--- src/rtl/m65c02a_mem_arbiter.sv ---
`default_nettype none
// ============================================================================
//  Module   : m65c02a_mem_arbiter
//  Purpose  : Shares one 8-bit external memory port between the M65C02A core
//             and a single DMA requester. Inserts per-region wait states,
//             stalls the core through Wait, alternates priority on contention.
//  Revision : 1.0 - initial release
// ============================================================================
module m65c02a_mem_arbiter #(
    parameter int          RAM_WS   = 0,
    parameter int          ROM_WS   = 2,
    parameter int          IO_WS    = 3,
    parameter logic [15:0] ROM_BASE = 16'hF000,
    parameter logic [7:0]  IO_PAGE  = 8'hFE
) (
    input  logic        Clk,
    input  logic        nRst,
    input  logic [1:0]  IO_Op,
    input  logic [15:0] AO,
    input  logic [7:0]  DO,
    input  logic        Lock,
    output logic        Wait,
    output logic [7:0]  DI,
    input  logic        DMA_Req,
    input  logic        DMA_Wr,
    input  logic [15:0] DMA_Addr,
    input  logic [7:0]  DMA_DO,
    output logic        DMA_Ack,
    output logic [7:0]  DMA_DI,
    output logic        MemCE,
    output logic        MemWE,
    output logic        MemOE,
    output logic [15:0] MemA,
    output logic [7:0]  MemDO,
    input  logic [7:0]  MemDI
);

    localparam logic [1:0] ST_IDLE = 2'd0;
    localparam logic [1:0] ST_CPU  = 2'd1;
    localparam logic [1:0] ST_DMA  = 2'd2;

    // Wait-state count for an address; the IO page wins over the ROM window.
    function automatic logic [1:0] region_ws(input logic [15:0] addr);
        if (addr[15:8] == IO_PAGE)
            region_ws = 2'(IO_WS);
        else if (addr >= ROM_BASE)
            region_ws = 2'(ROM_WS);
        else
            region_ws = 2'(RAM_WS);
    endfunction

    logic [1:0]  state_q, state_d;
    logic [1:0]  cnt_q, cnt_d;
    logic        last_dma_q, last_dma_d;
    logic [15:0] own_a_q, own_a_d;
    logic [7:0]  own_d_q, own_d_d;
    logic        own_wr_q, own_wr_d;
    logic [7:0]  di_q, di_d;
    logic [7:0]  dma_di_q, dma_di_d;

    logic        w_busy, w_cur_done, w_boundary;
    logic        w_cpu_done_cur, w_dma_done_cur;
    logic        w_creq, w_dreq, w_last;
    logic        w_g_cpu, w_g_dma, w_new_now;
    logic [15:0] w_g_addr;
    logic [7:0]  w_g_data;
    logic        w_g_wr;
    logic [1:0]  w_g_ws;
    logic        w_cpu_done, w_dma_done;
    logic        w_ce, w_wr;
    logic [15:0] w_a;
    logic [7:0]  w_do;

    // Arbitration: the owner of a completing slot is already being served, so
    // its still-asserted request is excluded; LastDMA is taken from the slot
    // that completes this cycle so alternation holds without a bubble.
    always_comb begin
        w_busy         = (state_q != ST_IDLE);
        w_cur_done     = w_busy && (cnt_q == 2'd0);
        w_boundary     = !w_busy || w_cur_done;
        w_cpu_done_cur = w_cur_done && (state_q == ST_CPU);
        w_dma_done_cur = w_cur_done && (state_q == ST_DMA);
        w_creq         = (IO_Op != 2'b00) && !w_cpu_done_cur;
        w_dreq         = DMA_Req && !Lock && !w_dma_done_cur;
        w_last         = w_cur_done ? (state_q == ST_DMA) : last_dma_q;
        w_g_dma        = w_boundary && w_dreq && (!w_creq || !w_last);
        w_g_cpu        = w_boundary && w_creq && !w_g_dma;
        w_g_addr       = w_g_dma ? DMA_Addr : AO;
        w_g_data       = w_g_dma ? DMA_DO : DO;
        w_g_wr         = w_g_dma ? DMA_Wr : (IO_Op == 2'b01);
        w_g_ws         = region_ws(w_g_addr);
        w_new_now      = !w_busy && (w_g_cpu || w_g_dma);
        w_cpu_done     = w_cpu_done_cur || (w_new_now && w_g_cpu && (w_g_ws == 2'd0));
        w_dma_done     = w_dma_done_cur || (w_new_now && w_g_dma && (w_g_ws == 2'd0));
    end

    // Bus mux: a running slot drives latched owner values, a slot granted from
    // IDLE drives the live requester values, otherwise the bus is quiet.
    always_comb begin
        w_ce = w_busy || w_new_now;
        w_a  = 16'h0000;
        w_do = 8'h00;
        w_wr = 1'b0;
        if (w_busy) begin
            w_a  = own_a_q;
            w_do = own_d_q;
            w_wr = own_wr_q;
        end else if (w_new_now) begin
            w_a  = w_g_addr;
            w_do = w_g_data;
            w_wr = w_g_wr;
        end
    end

    // Outputs are forced low while reset is asserted, independent of the clock.
    always_comb begin
        MemCE   = nRst && w_ce;
        MemWE   = nRst && w_ce && w_wr;
        MemOE   = nRst && w_ce && !w_wr;
        MemA    = nRst ? w_a  : 16'h0000;
        MemDO   = nRst ? w_do : 8'h00;
        Wait    = nRst && (IO_Op != 2'b00) && !w_cpu_done;
        DMA_Ack = nRst && w_dma_done;
        DI      = di_q;
        DMA_DI  = dma_di_q;
    end

    // Next-state: start, count down and hand over slots; capture read data.
    always_comb begin
        state_d    = state_q;
        cnt_d      = cnt_q;
        own_a_d    = own_a_q;
        own_d_d    = own_d_q;
        own_wr_d   = own_wr_q;
        last_dma_d = last_dma_q;
        di_d       = di_q;
        dma_di_d   = dma_di_q;
        if (!w_busy) begin
            if (w_new_now && (w_g_ws != 2'd0)) begin
                state_d  = w_g_dma ? ST_DMA : ST_CPU;
                cnt_d    = w_g_ws - 2'd1;
                own_a_d  = w_g_addr;
                own_d_d  = w_g_data;
                own_wr_d = w_g_wr;
            end
        end else if (cnt_q != 2'd0) begin
            cnt_d = cnt_q - 2'd1;
        end else begin
            // Grant made in a completion cycle takes the bus on the next
            // cycle, so the full 1+WS length is still counted from there.
            state_d = ST_IDLE;
            if (w_g_cpu || w_g_dma) begin
                state_d  = w_g_dma ? ST_DMA : ST_CPU;
                cnt_d    = w_g_ws;
                own_a_d  = w_g_addr;
                own_d_d  = w_g_data;
                own_wr_d = w_g_wr;
            end
        end
        if (w_cpu_done) begin
            last_dma_d = 1'b0;
            if (!w_wr)
                di_d = MemDI;
        end
        if (w_dma_done) begin
            last_dma_d = 1'b1;
            if (!w_wr)
                dma_di_d = MemDI;
        end
    end

    // State registers with asynchronous abort on reset.
    always_ff @(posedge Clk or negedge nRst) begin
        if (!nRst) begin
            state_q    <= ST_IDLE;
            cnt_q      <= 2'd0;
            last_dma_q <= 1'b0;
            own_a_q    <= 16'h0000;
            own_d_q    <= 8'h00;
            own_wr_q   <= 1'b0;
            di_q       <= 8'h00;
            dma_di_q   <= 8'h00;
        end else begin
            state_q    <= state_d;
            cnt_q      <= cnt_d;
            last_dma_q <= last_dma_d;
            own_a_q    <= own_a_d;
            own_d_q    <= own_d_d;
            own_wr_q   <= own_wr_d;
            di_q       <= di_d;
            dma_di_q   <= dma_di_d;
        end
    end

endmodule
`default_nettype wire

--- config.mk ---
export PLATFORM = sky130hd
export DESIGN_NAME = m65c02a_mem_arbiter
export DESIGN_NICKNAME = d
export VERILOG_FILES = /design/src/rtl/m65c02a_mem_arbiter.sv
export SDC_FILE = /design/constraint.sdc
export NUM_CORES = 1
export LEC_CHECK = 0
export ABC_AREA = 1
export BUFFER_PORTS_ARGS = -buffer_cell sky130_fd_sc_hd__buf_2
export CORE_MARGIN = 1
export CORE_UTILIZATION = 35
export CTS_CLUSTER_DIAMETER = 80
export DETAILED_ROUTE_END_ITERATION = 7
export GPL_ROUTABILITY_DRIVEN = 0
export PLACE_DENSITY = 0.63
export SLEW_MARGIN = 20
export SYNTH_ARGS = -nofsm -noshare
export SYNTH_HDL_FRONTEND = slang
export SYNTH_SLANG_ARGS = --single-unit
--- constraint.sdc ---
create_clock -name Clk -period 3.53 [get_ports Clk]
set_input_delay 0 -clock Clk [delete_from_list [all_inputs] [get_ports Clk]]
set_output_delay 0 -clock Clk [all_outputs]
set_load 0.01 [all_outputs]
; ---- Word-level counts from Yosys, hierarchy flattened
; Cells that the tools add are included.
[totals]
elab_cells = 106
ff_bits = 46
input_bits = 63
[classes]
add_sub_neg = 2
n_mux = 37
eq_ne = 7
n_lt_le_gt_ge = 1
reduce_logical = 50
bitwise = 1
[op_table]
columns = cell, n
row1 = two-way mux 16 bit, 8
row2 = two-way mux 8 bit, 8
row3 = logical AND 1 bit, 22
row4 = two-way mux 2 bit, 11
row5 = greater-or-equal comparator 16 bit (second input constant), 1
row6 = nonzero test 2 bit, 6
row7 = two-way mux 1 bit, 10
row8 = zero test 1 bit, 9
row9 = == test 8 bit (second input constant), 1
row10 = AND reduction 2 bit, 4
row11 = logical OR 1 bit, 6
row12 = == test 2 x 1 -> 1 bit (second input constant), 2
row13 = zero test 2 bit, 2
row14 = subtractor 2 x 1 -> 2 bit (second input constant), 2
row15 = != test 3 x 1 -> 1 bit (second input constant), 1
row16 = AND reduction 3 bit, 1
row17 = == test 2 bit (second input constant), 1
row18 = != test 2 x 1 -> 1 bit (second input constant), 1
row19 = != test 2 bit (second input constant), 1
row20 = NOT 1 bit, 1

; ---- Logic depth before layout (Yosys ltp)
; Gate-level depths: netlist (run 1).
[depth]
word_depth = 17
mapped_depth = 18
depth_no_buf = 16

; ---- Worst setup path before layout (run 1)
; Ideal clock, no wire load.
[synth_timing]
path_kind = register -> register
from = register state_q[0]
to = register own_a_q[12]
path_stages_with_launch = 14
setup_ns = 0.119
path_slack_ns = 1.547
t_required_ns = 3.411
t_arrival_ns = 1.864
synth_period_minus_slack_ns = 1.983
n_path_buf = 2
path_cell_list = dfrtp_1 > nor2_4 > inv_2 > nand2_2 > nand3_4 > nand2_2 > buf_6 > nand2_1 > nand2_1 > nand2_2 > nor2_4 > o21bai_4 > buf_4 > o21a_1
[synth_via]
elab_chain_len = 16
word_cells_on_any_way = 38
classes_between = 1 x order compare / 5 x eq/ne / 8 x mux / 24 x reduce/logical
[synth_lines]
columns = element, line_no
row1 = "start, declared", 52  ; logic [1:0] state_q, state_d;
row2 = "start signal, assigned", 184  ; state_q <= state_d;
row3 = nonzero test 2 bit, 78  ; w_busy = (state_q != ST_IDLE);
row4 = logical AND 1 bit, 79  ; w_cur_done = w_busy && (cnt_q == 2'd0);
row5 = logical AND 1 bit, 81  ; w_cpu_done_cur = w_cur_done && (state_q == ST_CPU);
row6 = zero test 1 bit, 83  ; w_creq = (IO_Op != 2'b00) && !w_cpu_done_cur;
row7 = logical AND 1 bit, 83
row8 = zero test 1 bit, 86  ; w_g_dma = w_boundary && w_dreq && (!w_creq || !w_last);
row9 = logical OR 1 bit, 86
row10 = logical AND 1 bit, 86
row11 = two-way mux 16 bit, 88  ; w_g_addr = w_g_dma ? DMA_Addr : AO;
row12 = greater-or-equal comparator 16 bit, 46  ; else if (addr >= ROM_BASE)
row13 = two-way mux 2 bit, 46
row14 = two-way mux 2 bit, 44  ; if (addr[15:8] == IO_PAGE)
row15 = nonzero test 2 bit, 139  ; if (w_new_now && (w_g_ws != 2'd0)) begin
row16 = logical AND 1 bit, 139
row17 = nonzero test 2 bit (no line), --
row18 = AND reduction 3 bit (no line), --
row19 = "end signal, assigned", 187  ; own_a_q <= own_a_d;
row20 = "end, declared", 55  ; logic [15:0] own_a_q, own_a_d;
; Parallel ways exist; a longest one is shown, timed or not. The select of a mux whose other input is x is not followed.
; A chain may end at the register's enable or synchronous reset.

; ---- Final worst setup path (run 1)
[layout_timing]
from = register state_q[0]
to = output port MemOE
[layout_via]
elab_chain_len = 16
word_cells_on_any_way = 30
classes_between = 2 x eq/ne / 4 x mux / 24 x reduce/logical
[layout_lines]
columns = element, line_no
row1 = nonzero test 2 bit, 78
row2 = logical AND 1 bit, 79
row3 = logical AND 1 bit, 81
row4 = zero test 1 bit, 83
row5 = logical AND 1 bit, 83
row6 = zero test 1 bit, 86
row7 = logical OR 1 bit, 86
row8 = logical AND 1 bit, 86
row9 = zero test 1 bit, 87  ; w_g_cpu = w_boundary && w_creq && !w_g_dma;
row10 = logical AND 1 bit, 87
row11 = logical OR 1 bit, 92  ; w_new_now = !w_busy && (w_g_cpu || w_g_dma);
row12 = logical AND 1 bit, 92
row13 = two-way mux 1 bit, 108  ; end else if (w_new_now) begin
row14 = two-way mux 1 bit, 104  ; if (w_busy) begin
row15 = zero test 1 bit, --
row16 = logical AND 1 bit *, 119  ; MemOE = nRst && w_ce && !w_wr;
row17 = "end, declared", 32  ; output logic MemOE,
; Every way passes the cells marked *; elsewhere a longest branch is shown, timed or not.

==> impl_metrics.tcl, run 1 <==
set metrics [dict create \
    cap_violations 0 \
    cts_made_buffers 5 \
    drcViolationCount 0 \
    synth_compound_gate_area_share 0.150 \
    grt_pass1_wl_mm 12.3 \
    synthFlopType "dfrtp_1" \
    core_area_um2 7690 \
    cts_tree "yes" \
    setup_viol 0 \
    die_w_um 91.1 \
    layout_common_cells "nand2_1, buf_2, dfrtp_1" \
    path_max_fanout 29 \
    drive_gt1_frac 0.275 \
    synth_area_um2 2780 \
    post-route-util 0.464 \
    place_inst 590 \
    synthAdderAreaFrac 0 \
    ys_seq_elements 46 \
    dp_hpwl_mm 5.35 \
    antenna_found_initial 0 \
    clock_path_buffers 2 \
    grt_max_degree 48 \
    powerDensity_nw_per_um2 845 \
    cts_resized 0 \
    slowest_stage "a21boi_1" \
    start_util 0.362 \
    clkSinkCount 46 \
    ys_warn_count 0 \
    syn_to_final_growth_pct 28.2 \
    worst_pin_slew_ps 838 \
    synth_cell_type_count 26 \
    io_buffer_count 107 \
    yosysSeqAreaShare 0.414 \
    n_antenna_cell 0 \
    final_nets 567 \
    drt_iter0_drc 125 \
    synth_top_family_by_area "simple AND/OR/NAND/NOR gates" \
    clk_pin_slew_ps 80 \
    worstSetupEndpointType "output port" \
    insertion_delay_ps 300 \
    timing.final.hold_violations 0 \
    syn_nets 457 \
    synth-async-reset-ratio 1.00 \
    status "completed" \
    grt_pass1_vias 2654 \
    period_needed_ps 3090 \
    synth_edf_count 0 \
    htreeDepth 2 \
    postSynthAreaPerCell_um2 7.06 \
    yosys.area_share.xor_xnor 0 \
    fin_hold_ws_ps 16.0 \
    muxShareOfSynthArea 0.0216 \
    cts_setup_buffers 0 \
    overflow 0 \
    slew_viol_final 0 \
    ir_drop_uv 281 \
    ant_nets 0 \
    worst_slack_ps 444 \
    finalNonFillerCells 607 \
    wl_per_cell_um 12.0 \
    rows 32 \
    crit_required_ps 3530 \
    worstSetupStartpointType "flop" \
    drtPass1Iterations 6 \
    max_stage_delay_ps 480 \
    tns_ps 0 \
    ios 108 \
    crit_type "reg2out" \
    max_slew_margin 0.438 \
    clock_skew_ps 4.06 \
    pre_cts_slack_ps 604 \
    track_usage 0.184 \
    wl_mm 7.30 \
    root_buffer "clkbuf_8" \
    power.leakage_nw 2.04 \
    yosys.area_share.simple 0.313 \
    cp.arrival_ps 3090 \
    die_h_um 91.1 \
    max_freq_mhz 324 \
    grt_setup_unrepaired "false" \
    vias 2779 \
    path_cells "nor2_4 > inv_2 > nand2_2 > nand3_4 > nand2_2 > inv_2 > nor2_4 > nor2_2 > a21boi_1 > buf_4 > inv_1 > nor2_1 > buf_2" \
    dieArea_um2 8310 \
    syn-instance-count 394 \
    hold_path_class "in2reg" \
    final_common_cell "nand2_1" \
    fin_crit_sh 0.874 \
    vias_per_cell 4.58 \
]
==> metrics by stage <==
step	power, W	instance area, um^2
floorplan	0.00221	2780
CTS	0.00304	3570
global route	0.00331	3570
global placement	0.00265	3380
finish	0.00301	3570
detailed placement	0.00268	3380
==> Yosys cell counts, types with 2 or more instances <==
cell	count	area, um^2
a21oi_1	20	100
a2bb2oi_1	6	52.6
buf_2	6	30.0
buf_4	6	45.0
clkbuf_1	6	22.5
dfrtp_1	46	1150
inv_1	42	158
inv_2	3	11.3
mux2i_1	6	60.1
nand2_1	148	556
nand2_2	5	31.3
nand3_1	27	135
nor2_1	18	67.6
nor2_2	2	12.5
nor2_4	4	45.0
o21a_1	4	30.0
o21ai_0	14	70.1
o21ai_1	23	115
==> layer usage <==
layer  vias to the layer above  track usage  share of wire
met5                         -            0              0
met4                         0       0.0542          0.015
met3                        11       0.0318          0.041
met2                        75        0.308           0.47
met1                      1234        0.242           0.47
li1                       1459            -              -
==> report_power, final <==
part	internal, W	switching [W]	leakage [nW]	total, W
registers	0.000788	0.000152	0.566	0.000940
logic	0.000643	0.00109	1.43	0.00174
clock network	0.000158	0.000180	0.0472	0.000338
==> critical path: cells and delay by family (launching register included) <==
kind	cells	cell delay, ps
simple gates	7	1060
buf+inv	5	820
compound gates	1	480
flops	1	430
==> state kept, by name, indices dropped and copies added (netlist names) <==
name,flops
state_q,2
own_d_q,8
last_dma_q,1
DMA_DI,8
own_a_q,16
cnt_q,2
own_wr_q,1
DI,8
==> repair_timing <==
action,in CTS,in global routing
endpoints found under the hold margin,62,0
hold buffers,9,0
endpoints found under the setup margin,0,0
==> path summary, 6_finish.rpt <==
| check | from | to | cells after the start | slack [ps] |
|---|---|---|---|---|
| worst max-delay path | state_q[0] | MemOE | 13 | 440 |
| worst min-delay path | DMA_Addr[2] | own_a_q[2] | 3 | 20 |
| max in group asynchronous | nRst | own_d_q[7] | 3 | 2770 |
| min in group asynchronous | nRst | DI[3] | 3 | 350 |
| worst min register to register | DMA_DI[3] | DMA_DI[3] | 2 | 480 |
| worst max register to register | state_q[0] | DI[7] | 13 | 640 |
==> area by class of cell <==
type                    instances  area [um^2]
clock inverters                 2         12.5
repair buffers                122          671
well taps                     102          128
inverters                      46          173
multi-input cells             283         1350
clock buffers                   6         82.6
flip-flops and latches         46         1150
fillers                       823         4120
==> cells by family (layout without fill, tap and decap cells) <==
logic type,count (synthesis),in the layout
simple gates,206,206
compound gates,71,71
mux,6,6
flops,46,46
buf+inv,65,176
Power figures use the tool's default switching activity.
==> run 2: changes to the inputs <==
--- a/config.mk
+++ b/config.mk
@@ -7,12 +7,14 @@
 export LEC_CHECK = 0
 export ABC_AREA = 1
 export BUFFER_PORTS_ARGS = -buffer_cell sky130_fd_sc_hd__buf_2
+export CELL_PAD_IN_SITES_DETAIL_PLACEMENT = 1
+export CELL_PAD_IN_SITES_GLOBAL_PLACEMENT = 1
 export CORE_MARGIN = 1
 export CORE_UTILIZATION = 35
 export CTS_CLUSTER_DIAMETER = 80
 export DETAILED_ROUTE_END_ITERATION = 7
 export GPL_ROUTABILITY_DRIVEN = 0
-export PLACE_DENSITY = 0.63
+export PLACE_DENSITY = 0.85
 export SLEW_MARGIN = 20
 export SYNTH_ARGS = -nofsm -noshare
 export SYNTH_HDL_FRONTEND = slang
==> impl_metrics.tcl, run 2 (same netlist as run 1, synthesis figures left out) <==
set metrics [dict create \
    root_buffer "clkbuf_8" \
    wl_per_cell_um 14.3 \
    dp_hpwl_mm 6.17 \
    wl_mm 8.69 \
    drtPass1Iterations 4 \
    cts_made_buffers 5 \
    r2r_slack_ps 500 \
    insertion_delay_ps 300 \
    r2r_end "DI[1]" \
    max_slew_margin 0.461 \
    ios 108 \
    syn_to_final_growth_pct 27.9 \
    die_h_um 91.1 \
    final_common_cell "nand2_1" \
    startpoint "state_q[1]" \
    rows 32 \
    tns_ps 0 \
    drive_gt1_frac 0.272 \
    fin_crit_sh 0.860 \
    dieArea_um2 8310 \
    drt_iter0_drc 92 \
    worst_slack_ps 495 \
    core_area_um2 7690 \
    hold_start "DMA_Addr[6]" \
    cts_tree "yes" \
    fin_hold_ws_ps 11.9 \
    period_needed_ps 3030 \
    track_usage 0.220 \
    worst_pin_slew_ps 803 \
    hold_end "own_a_q[6]" \
    vias 2949 \
    antenna_found_initial 0 \
    power.leakage_nw 2.04 \
    clkSinkCount 46 \
    io_buffer_count 107 \
    max_freq_mhz 329 \
    ant_nets 0 \
    start_util 0.362 \
    final_nets 566 \
    cp.arrival_ps 3030 \
    clock_path_buffers 2 \
    drcViolationCount 0 \
    status "completed" \
    worstSetupEndpointType "output port" \
    cts_setup_buffers 0 \
    hold_path_class "in2reg" \
    grt_max_degree 48 \
    vias_per_cell 4.87 \
    timing.final.hold_violations 0 \
    ir_drop_uv 339 \
    die_w_um 91.1 \
    grt_setup_unrepaired "false" \
    setup_viol 0 \
    reg2reg_depth 13 \
    layout_common_cells "nand2_1, buf_2, dfrtp_1" \
    n_antenna_cell 0 \
    crit_required_ps 3530 \
    slew_viol_final 0 \
    regMostFlops "own_a_q" \
    htreeDepth 2 \
    worstSetupStartpointType "flop" \
    overflow 0 \
    cap_violations 0 \
    grt_pass1_wl_mm 14.7 \
    clock_skew_ps 4.40 \
    largest_register_ffs 16 \
    clk_pin_slew_ps 90 \
    powerDensity_nw_per_um2 870 \
    pre_cts_slack_ps 610 \
    crit_type "reg2out" \
    grt_pass1_vias 3077 \
    holdPathStages 3 \
    path_max_fanout 29 \
    worstReg2RegStart "state_q[1]" \
]
[run 2: cell types whose count changed in the layout (fill, tap and decap cells not counted), sizes merged]
cell	before	now
clkinvlp	1	0
clkbuf	6	7
buf	113	112
inv	45	46
clkinv	2	1
[run 2: metal layers]
| layer | global-route usage | routed length, um |
|---|---|---|
| met5 | 0 | 0 |
| met4 | 0.0542 | 152 |
| met2 | 0.415 | 4540 |
| met3 | 0.0335 | 281 |
| met1 | 0.258 | 3710 |
[run 2: critical path, stage by stage (launching register included)]
cell and delay, ps:
dfrtp_1 430, nor2_4 100, inv_2 420, nand2_2 160, nand3_4 150, nand2_2 160, nand2_1 90, nand2_1 80
nand2_1 120, nor2_4 90, o21ai_1 640, nor2_1 100, buf_2 190
[run 2: power breakdown]
| part | switching [W] | leakage [nW] | internal (W) | total (W) |
|---|---|---|---|---|
| clock | 0.000184 | 0.0489 | 0.000162 | 0.000346 |
| sequential | 0.000159 | 0.566 | 0.000788 | 0.000948 |
| combinational | 0.00117 | 1.42 | 0.000635 | 0.00180 |
[run 2: final cells by class]
type                       count  area, um^2
timing repair buffer         121         663
fill                        1062        4130
tap                          102         128
clock inverter                 1        8.76
sequential                    46        1150
multi-input combinational    283        1350
clock buffer                   7        86.3
inverter                      46         173
[run 2: timing repair]
item / 4_1_cts / 5_1_grt
hold buffers: 9 / 0
gates resized for setup: 0 / 0
setup endpoints to repair: 0 / 0
hold endpoints to repair: 62 / 0
[run 2: how the worst max path moves through the flow]
stage / slack (ps) / endpoint / cells after the start
final: 500 / Wait / 12
after CTS: 540 / Wait / 12
after floorplan: 1550 / own_a_q[12] / 13
after global placement: 740 / own_a_q[6] / 13
after global routing: 180 / DI[1] / 13
after detailed placement: 610 / own_a_q[7] / 13
[run 2: through the flow]
stage / instances / area [um^2] / power, W / utilization
2_1_floorplan: 394 / 2780 / 0.00221 / -
3_3_place_gp: 589 / 3370 / 0.00265 / 0.439
3_5_place_dp: 589 / 3370 / 0.00272 / 0.439
4_1_cts: 606 / 3560 / 0.00310 / 0.463
5_1_grt: 606 / 3560 / 0.00338 / 0.463
6_report: 606 / 3560 / 0.00310 / 0.463
==> run 3: changes to the inputs <==
==> constraint.sdc (replaced) <==
create_clock -name Clk -period 3.53 [get_ports Clk]
set_input_delay 0 -clock Clk [delete_from_list [all_inputs] [get_ports Clk]]
set_output_delay 0 -clock Clk [all_outputs]
set_load 0.02 [all_outputs]
==> impl_metrics.tcl, run 3 (same netlist as run 1, synthesis figures left out) <==
set metrics [dict create \
    startpoint "state_q[0]" \
    max_slew_margin 0.466 \
    die_w_um 91.1 \
    clock_skew_ps 10.2 \
    grt_setup_unrepaired "false" \
    drt_iter0_drc 76 \
    grt_pass1_vias 3093 \
    vias_per_cell 4.88 \
    start_util 0.362 \
    slowest_stage "dfrtp_1" \
    final_nets 566 \
    total_power_w 0.00325 \
    insertion_delay_ps 310 \
    regMostFlops "own_a_q" \
    path_cells "nor2_4 > inv_2 > nand2_2 > nand3_4 > nand2_2 > nand2_1 > nand2_1 > nand2_1 > nor2_4 > o21ai_1 > nor2_1 > buf_2" \
    timing.final.hold_violations 0 \
    cp.arrival_ps 3060 \
    worstReg2RegStart "state_q[0]" \
    power.leakage_nw 2.04 \
    regArea_um2 1150 \
    hold_start "DMA_Addr[6]" \
    drive_gt1_frac 0.272 \
    max_freq_mhz 326 \
    fillers 1059 \
    setup_viol 0 \
    crit_top_cell "nand2_1" \
    slew_viol_final 0 \
    crit_required_ps 3530 \
    clkSinkCount 46 \
    layout_common_cells "nand2_1, buf_2, dfrtp_1" \
    clock_path_buffers 2 \
    worst_pin_slew_ps 796 \
    cts_made_buffers 5 \
    worstSetupEndpointType "output port" \
    max_stage_delay_ps 430 \
    vias 2959 \
    track_usage 0.218 \
    antenna_found_initial 0 \
    grt_max_degree 48 \
    tns_ps 0 \
    overflow 0 \
    drcViolationCount 0 \
    cts_resized 0 \
    ios 108 \
    die_h_um 91.1 \
    syn_to_final_growth_pct 27.9 \
    dp_hpwl_mm 6.20 \
    period_needed_ps 3060 \
    hold_path_class "in2reg" \
    crit_type "reg2out" \
    clk_pin_slew_ps 80 \
    dieArea_um2 8310 \
    cts_tree "yes" \
    htreeDepth 2 \
    wl_mm 8.63 \
    status "completed" \
    io_buffer_count 107 \
    cap_violations 0 \
    wl_per_cell_um 14.2 \
    final_common_cell "nand2_1" \
    largest_register_ffs 16 \
    multiInputGateArea_um2 1350 \
    drtPass1Iterations 4 \
    fin_crit_sh 0.868 \
    ant_nets 0 \
    rows 32 \
    cts_setup_buffers 0 \
    powerDensity_nw_per_um2 913 \
    core_area_um2 7690 \
    root_buffer "clkbuf_8" \
    path_max_fanout 29 \
    worstSetupStartpointType "flop" \
    ir_drop_uv 314 \
    n_antenna_cell 0 \
    grt_pass1_wl_mm 14.5 \
]
[run 3: cell counts in the layout (fill, tap and decap cells not counted)]
No cell type changed its count.
[run 3: power by group]
| group | total, W | internal (W) | switching, W |
|---|---|---|---|
| registers | 0.000939 | 0.000788 | 0.000151 |
| logic | 0.00196 | 0.000637 | 0.00132 |
| clock network | 0.000350 | 0.000162 | 0.000188 |
| total | 0.00325 | 0.00159 | 0.00166 |
[run 3: path summary, 6_finish.rpt]
check / cells past startpoint / end / slack [ps]
hold / removal: 3 / own_a_q[6] / 10
setup reg to reg: 13 / DI[0] / 520
min in group asynchronous: 3 / last_dma_q / 380
setup / recovery: 12 / Wait / 470
hold reg to reg: 2 / DMA_DI[6] / 490
max in group asynchronous: 3 / own_a_q[11] / 2740
[run 3: timing repair]
action,in CTS,in global routing
hold endpoints to repair,60,0
endpoints found under the setup margin,0,0
hold buffers,9,0
[run 3: routing by layer]
metal / part of all wire / vias up / global-route usage
met5: 0 / - / 0
met4: 0.025 / 0 / 0.0820
met3: 0.037 / 18 / 0.0394
met2: 0.50 / 76 / 0.388
met1: 0.43 / 1407 / 0.260
li1: - / 1458 / -
[run 3: area by class of cell]
type | instances | share of cell area
sequential | 46 | 0.323
timing repair buffer | 121 | 0.186
inverter | 46 | 0.0485
tap | 102 | 0.0359
clock inverter | 1 | 0.00246
clock buffer | 7 | 0.0243
multi-input combinational | 283 | 0.379
[run 3: worst max-delay path: cells and delay by family, from the launching register on]
family | cells | cell delay (ps)
AO/OA/AOI/OAI | 1 | 300
buffers and inverters | 2 | 490
flip-flops | 1 | 430
AND/OR/NAND/NOR | 9 | 1540
[run 3: through the flow]
stage               utilization  std cells  cell area (um^2)  hold slack (ps)  worst slack, ps
floorplan                     -        394              2780             -296             1470
global placement          0.439        589              3370              150              715
detailed placement        0.439        589              3370              155              582
CTS                       0.463        606              3560             16.3              460
global route              0.463        606              3560             28.8              116
finish                    0.463        606              3560             13.9              467
